===== src/rtl/avr_io_pkg.sv =====
// Shared AVR IO-space constants: bus widths, GPIO port B register
// addresses and the register-select encoding used by IO responders.
package avr_io_pkg;

  localparam int IO_AW = 6;
  localparam int IO_DW = 8;

  localparam logic [IO_AW-1:0] PCMSK_ADDR = 6'h15;
  localparam logic [IO_AW-1:0] PINB_ADDR  = 6'h16;
  localparam logic [IO_AW-1:0] DDRB_ADDR  = 6'h17;
  localparam logic [IO_AW-1:0] PORTB_ADDR = 6'h18;

  typedef enum logic [2:0] {
    SEL_NONE,
    SEL_PIN,
    SEL_DDR,
    SEL_PORT,
    SEL_PCMSK
  } io_sel_e;

endpackage


===== src/rtl/gpio_sync.sv =====
// WIDTH-bit two-flop synchroniser for asynchronous pad inputs,
// with asynchronous active-high reset.
module gpio_sync #(
  parameter int WIDTH = 8
) (
  input  logic             clk,
  input  logic             reset,
  input  logic [WIDTH-1:0] d,
  output logic [WIDTH-1:0] q
);

  logic [WIDTH-1:0] s1;

  always_ff @(posedge clk or posedge reset) begin
    if (reset) begin
      s1 <= '0;
      q  <= '0;
    end else begin
      s1 <= d;
      q  <= s1;
    end
  end

endmodule


===== src/rtl/avr_gpio_port.sv =====
// AVR-style GPIO port (PINx/DDRx/PORTx) on the core IO bus.
// Pin-change interrupt and PCMSK are built only with GPIO_PCINT_EN.
module avr_gpio_port
  import avr_io_pkg::*;
#(
  parameter int               WIDTH      = 8,
  parameter logic [IO_AW-1:0] ADDR_PCMSK = PCMSK_ADDR,
  parameter logic [IO_AW-1:0] ADDR_PIN   = PINB_ADDR,
  parameter logic [IO_AW-1:0] ADDR_DDR   = DDRB_ADDR,
  parameter logic [IO_AW-1:0] ADDR_PORT  = PORTB_ADDR
) (
  input  logic             clk,
  input  logic             reset,
  input  logic [IO_AW-1:0] io_addr,
  input  logic [IO_DW-1:0] io_wdata,
  input  logic             io_wen,
  input  logic             io_ren,
  output logic [IO_DW-1:0] io_rdata,
  output logic             io_rhit,
  output logic [WIDTH-1:0] port_out,
  output logic [WIDTH-1:0] ddr_out,
  input  logic [WIDTH-1:0] pin_in,
  output logic             pcint_irq,
  input  logic             pcint_ack
);

  function automatic io_sel_e decode(input logic [IO_AW-1:0] a);
    io_sel_e s;
    s = SEL_NONE;
    unique case (1'b1)
      (a == ADDR_PIN):   s = SEL_PIN;
      (a == ADDR_DDR):   s = SEL_DDR;
      (a == ADDR_PORT):  s = SEL_PORT;
`ifdef GPIO_PCINT_EN
      (a == ADDR_PCMSK): s = SEL_PCMSK;
`endif
      default:           s = SEL_NONE;
    endcase
    return s;
  endfunction

  io_sel_e          sel;
  logic [WIDTH-1:0] s2;
  logic [WIDTH-1:0] wd;
  logic [WIDTH-1:0] pcmsk;
  logic [IO_DW-1:0] rd_val;

  assign sel = decode(io_addr);
  assign wd  = io_wdata[WIDTH-1:0];

  gpio_sync #(.WIDTH(WIDTH)) u_sync (
    .clk   (clk),
    .reset (reset),
    .d     (pin_in),
    .q     (s2)
  );

  always_ff @(posedge clk or posedge reset) begin
    if (reset) begin
      port_out <= '0;
      ddr_out  <= '0;
    end else if (io_wen) begin
      unique case (sel)
        SEL_PORT: port_out <= wd;
        SEL_DDR:  ddr_out  <= wd;
        SEL_PIN:  port_out <= port_out ^ wd;
        default:  ;
      endcase
    end
  end

  // Read mux sees pre-edge state, so a same-cycle write reads old data
  always_comb begin
    rd_val = '0;
    unique case (sel)
      SEL_PIN:   rd_val[WIDTH-1:0] = s2;
      SEL_DDR:   rd_val[WIDTH-1:0] = ddr_out;
      SEL_PORT:  rd_val[WIDTH-1:0] = port_out;
      SEL_PCMSK: rd_val[WIDTH-1:0] = pcmsk;
      default:   rd_val = '0;
    endcase
  end

  always_ff @(posedge clk or posedge reset) begin
    if (reset) begin
      io_rdata <= '0;
      io_rhit  <= 1'b0;
    end else if (io_ren && sel != SEL_NONE) begin
      io_rdata <= rd_val;
      io_rhit  <= 1'b1;
    end else begin
      io_rdata <= '0;
      io_rhit  <= 1'b0;
    end
  end

`ifdef GPIO_PCINT_EN
  logic [WIDTH-1:0] s3;
  logic             pc_set;

  assign pc_set = |((s2 ^ s3) & pcmsk);

  // A new change outranks a same-cycle acknowledge
  always_ff @(posedge clk or posedge reset) begin
    if (reset) begin
      s3        <= '0;
      pcmsk     <= '0;
      pcint_irq <= 1'b0;
    end else begin
      s3        <= s2;
      pcint_irq <= pc_set | (pcint_irq & ~pcint_ack);
      if (io_wen && sel == SEL_PCMSK)
        pcmsk <= wd;
    end
  end
`else
  logic unused_ack;

  assign unused_ack = pcint_ack;
  assign pcmsk      = '0;
  assign pcint_irq  = 1'b0;
`endif

endmodule


===== config.mk =====
export PLATFORM = sky130hd
export DESIGN_NAME = avr_gpio_port
export DESIGN_NICKNAME = d
export VERILOG_FILES = /design/src/rtl/avr_io_pkg.sv /design/src/rtl/gpio_sync.sv /design/src/rtl/avr_gpio_port.sv
export SDC_FILE = /design/constraint.sdc
export NUM_CORES = 1
export LEC_CHECK = 0
export ABC_CLOCK_PERIOD_IN_PS = 2200
export BUFFER_PORTS_ARGS = -buffer_cell sky130_fd_sc_hd__buf_2
export CAP_MARGIN = 40
export CORE_MARGIN = 2
export CORE_UTILIZATION = 38
export CTS_CLUSTER_SIZE = 25
export DETAILED_ROUTE_END_ITERATION = 8
export PLACE_DENSITY_LB_ADDON = 0.25
export SLEW_MARGIN = 20
export SYNTH_ARGS = -nofsm -noshare
export SYNTH_HDL_FRONTEND = slang
export SYNTH_HIERARCHICAL = 1
export SYNTH_SLANG_ARGS = --single-unit

===== constraint.sdc =====
create_clock -name clk -period 2.2 [get_ports clk]
set_input_delay 0.11 -clock clk [delete_from_list [all_inputs] [get_ports clk]]
set_output_delay 0.11 -clock clk [all_outputs]
set_load 0.02 [all_outputs]

Yosys cells after proc, flatten, opt, wreduce, memory -nomap -nowiden. Index checks and enable logic that the tools add are counted.

Register bits after elaboration: 41. Input bits: 27. Output and inout port bits: 26.

Equal/unequal tests: 6. Muxes and demuxes: 5. Bitwise logic cells: 1. Reduce and logical (&&, ||, !) cells: 5.

Operators by type and width (count): $pmux 8 s3 (1); $eq 6x5->1 const B (3); $pmux 8 s2 (1); $mux 8 (1); $xor 8x8->8 (1); $eq 3x2->1 const B (2); $pmux 2 s3 (1); $reduce_and 2->1 (2); $eq 3x1->1 const B (1); $reduce_bool 3->1 (1); $reduce_bool 2->1 (1); $logic_and 1x1->1 (1); $mux 1 (1).

Depth between registers and ports, before layout.
Word-level depth: 5. Mapped depth: 5. Depth with buffers taken out: 4.

Modules after synthesis. The synthesis kept the hierarchy.

Modules (own cells, without submodules): avr_gpio_port (instances 1, cells each 104, area an instance 1189.9 µm², sequential area each 625.6 µm²); gpio_sync (instances 1, cells each 17, area an instance 404.1 µm², sequential area each 400.4 µm²).

Least setup slack after synthesis. No wires, ideal clock.

Kind: input port to flip-flop. Start: in io_addr[4]. End: reg ddr_out[0]. Library setup time: 0.128 ns. Arrival: 1.096 ns. Data required time: 2.072 ns. Slack: 0.977 ns. Stages on the path: 5. Cells stage by stage: nor2b_1 -> and3_1 -> buf_4 -> nand2_2 -> mux2_1.

Longest elaborated chain between the ends: 4. Elaborated cells between the ends (all ways): 6.

RTL lines: from (decl) (line avr_gpio_port.sv:14) `input logic [IO_AW-1:0] io_addr,`; $eq 6x5->1 (on tied branches) (line avr_gpio_port.sv:33, avr_gpio_port.sv:31, avr_gpio_port.sv:32); $pmux 2 s3 * (line avr_gpio_port.sv:30) `unique case (1'b1)`; $eq 3x2->1 * (line avr_gpio_port.sv:63) `unique case (sel)`; $reduce_and 2->1 (no line) *; to (signal assigned) (line avr_gpio_port.sv:65) `SEL_DDR: ddr_out <= wd;`; to (decl) (line avr_gpio_port.sv:21) `output logic [WIDTH-1:0] ddr_out,`.

Every way passes the cells marked *; elsewhere a longest branch is shown, timed or not. A chain may end at the register's enable or synchronous reset.

Worst setup path in the final report.
Start: in io_addr[4]. End: reg ddr_out[2].

The elaborated chain is that of the path after synthesis.

==> out/metrics.cfg <==
[floorplanning]
core_area_sq_um=4030
die_h_microns=68.8
io_pins=53
rows=23
die_area_sq_um=4730
die_w_microns=68.8
start_util=0.396

[worst_setup_path]
crit_path_max_fanout=9
criticalPathCategory=primary input to flip-flop
path_cells=buf_2 > nor2b_1 > and3_1 > nand2_2 > mux2_1
cp.arrival_ps=1560
path_delay_family=simple AND/OR/NAND/NOR gates
end_kind=flip-flop
start_kind=primary input
cpMaxStageDelayCell=and3_1
cp.required_ps=2370
path_buf_inv=1
max_stage_delay_ps=440

[cells_and_area]
drive_gt1_frac=0.350
nets=210
area_growth_pct=31.2
diodes=0
fill_cells=368
final_util=0.519

[placement]
globalplace.congestion=0.732
portBuffers=50
dp_hpwl_mm=2.59

[grt]
grt_max_degree=20
grt_pass1_wl_mm=5.66
antenna_found_initial=0
grt_pass1_vias=1260
grt_usage=0.164
grt_overflow=0

[yosys]
synth_fp_nets=148
yosys_warnings=6
synth_area_leaders=dfrtp_1 (64%), mux2_1 (4.9%), a21oi_1 (4.4%), a22oi_1 (3.8%), a311oi_1 (3.3%)
syn_area_sq_um=1590
synth_top_area_share=0.644
syn_avg_cell_area_sq_um=13.2
seq_area_frac_synth=0.644
synth-seq-cells=41
syn-instance-count=121
yosysTopAreaCell=dfrtp_1
synth_cell_types=31

[timing]
finalCritPeriodShare=0.635
setup_tns_ps=0
final-hold-violation-count=0
relSlewSlack=0.517
max_freq_ghz=0.716
tightest_slew_ps=719
min_period_ps=1400
final_max_slew_viol_count=0
holdWs_ps=37.1
skew_ps=4.09
rsz0062_at_grt=no
final-setup-viol-count=0

[clock_network]
clockBufferDepth=2
cts_buffers=5
tritoncts=yes
clk_pin_slew_ps=70
cts_max_level=2
clk_latency_ps=290
cts.sinks=41
cts_setup_buffers=0
cts_root_buffer=clkbuf_8

[routing]
vias=1217
drtAntennaViolNets=0
first_pass_iters=4
viasPerCell=5.22
drc=0
drt_iter0_drc=59
routedWlPerCell_microns=14.7
wl_mm=3.42

[job]
maxCapViolCount=0

[worst_hold_path]
holdCritPathClass=primary input to flip-flop

[status]
status=complete, no violations

[power]
leakagePower_nw=1.04
ir_worst_vdd_v=0.000458
p_total_w=0.00158
p_per_area_nw_per_um2=753

==> kinds of logic after synthesis <==
logic type,Yosys count,share of synthesized area
other,1,0.00235
muxes,8,0.0565
buffers and inverters,9,0.0322
DFF,41,0.644
AOI/OAI and AO/OA,33,0.144
and+or+nand+nor,29,0.122
==> cells in the mapped netlist <==
cell type   n
nor2b_1     1
nand4_1     1
and3_1      2
mux2_1      7
buf_6       1
a311oi_1    6
o211a_1     2
nand4b_1    1
dfrtp_1    41
buf_2       2
nor4b_4     1
o221a_1     1
nor3_2      1
nand2_2     1
inv_2       1
nor3_1      6
a21oi_1    14
nand3_1     2
conb_1      1
mux2_2      1
o21a_1      1
nand2b_1    1
inv_1       3
and3b_1     1
a22oi_1     8
o211ai_1    1
and2_1      1
nand3b_1    1
buf_4       2
nor4_4      1
nand2_1     8
==> cell usage in the layout (no fill, tap or decap), drive strengths merged <==
| cell type | instances |
|---|---|
| o211a | 2 |
| bufinv | 1 |
| nor3 | 7 |
| nand2 | 9 |
| nand3b | 1 |
| dfrtp | 41 |
| and3 | 2 |
| a22oi | 8 |
| nand3 | 2 |
| dlygate4sd3 | 9 |
| a311oi | 6 |
| clkinv | 1 |
| nand2b | 1 |
| a21oi | 14 |
| nand4 | 1 |
| o221a | 1 |
| o211ai | 1 |
| conb | 1 |
| nor2b | 1 |
| and2 | 1 |
| nand4b | 1 |
| o21a | 1 |
| and3b | 1 |
| inv | 4 |
| clkbuf | 5 |
| nor4 | 1 |
| nor4b | 1 |
| mux2 | 8 |
| buf | 51 |
==> state kept, by name, indices dropped and copies added (netlist names) <==
name / flops
u_sync/q: 8
u_sync/s1: 8
io_rhit: 1
port_out: 8
io_rdata: 8
ddr_out: 8
==> final timing paths <==
kind	slack, ps	to	start	cells past startpoint
hold / removal	40	port_out[3]	io_wdata[3]	2
hold reg to reg	350	u_sync/q[3]	u_sync/s1[3]	0
max in group asynchronous	1410	u_sync/s1[2]	reset	3
min in group asynchronous	340	ddr_out[7]	reset	3
setup reg to reg	1300	io_rdata[2]	port_out[2]	2
setup / recovery	800	ddr_out[2]	io_addr[4]	5
==> per-layer routing <==
layer | track usage | up-vias | share of wire | wire length, microns
met4 | 0.0490 | 0 | 0.0064 | 22
met3 | 0.0584 | 2 | 0.082 | 281
met1 | 0.193 | 590 | 0.41 | 1420
met5 | 0 | - | 0 | 0
met2 | 0.280 | 55 | 0.50 | 1700
li1 | - | 570 | - | -
==> metrics by stage <==
| step | cells | area (sq um) | setup WS (ps) |
|---|---|---|---|
| 5_1_grt | 233 | 2090 | 656 |
| 2_1_floorplan | 121 | 1590 | 977 |
| 3_5_place_dp | 217 | 1900 | 517 |
| 3_3_place_gp | 216 | 1870 | 567 |
| 6_report | 233 | 2090 | 804 |
| 4_1_cts | 233 | 2090 | 830 |
==> what timing repair did <==
| item | in CTS | in global routing |
|---|---|---|
| resized for setup | 0 | 0 |
| hold endpoints to repair | 30 | 0 |
| hold buffers | 9 | 0 |
==> report_power, final <==
group	switching, W	internal, W
clock network	0.000236	0.000329
registers	0.0000310	0.000798
logic	0.000104	0.0000778
==> cell type report <==
type / instances / area, sq um / area share
Clock buffer: 5 / 68.8 / 0.0329
Clock inverter: 2 / 35.0 / 0.0167
Inverter: 4 / 15.0 / 0.00718
Multi-Input combinational cell: 71 / 517 / 0.247
Sequential cell: 41 / 1030 / 0.490
Tap cell: 50 / 62.6 / 0.0299
Timing Repair Buffer: 60 / 368 / 0.176
(Power assumes the default switching activity.)
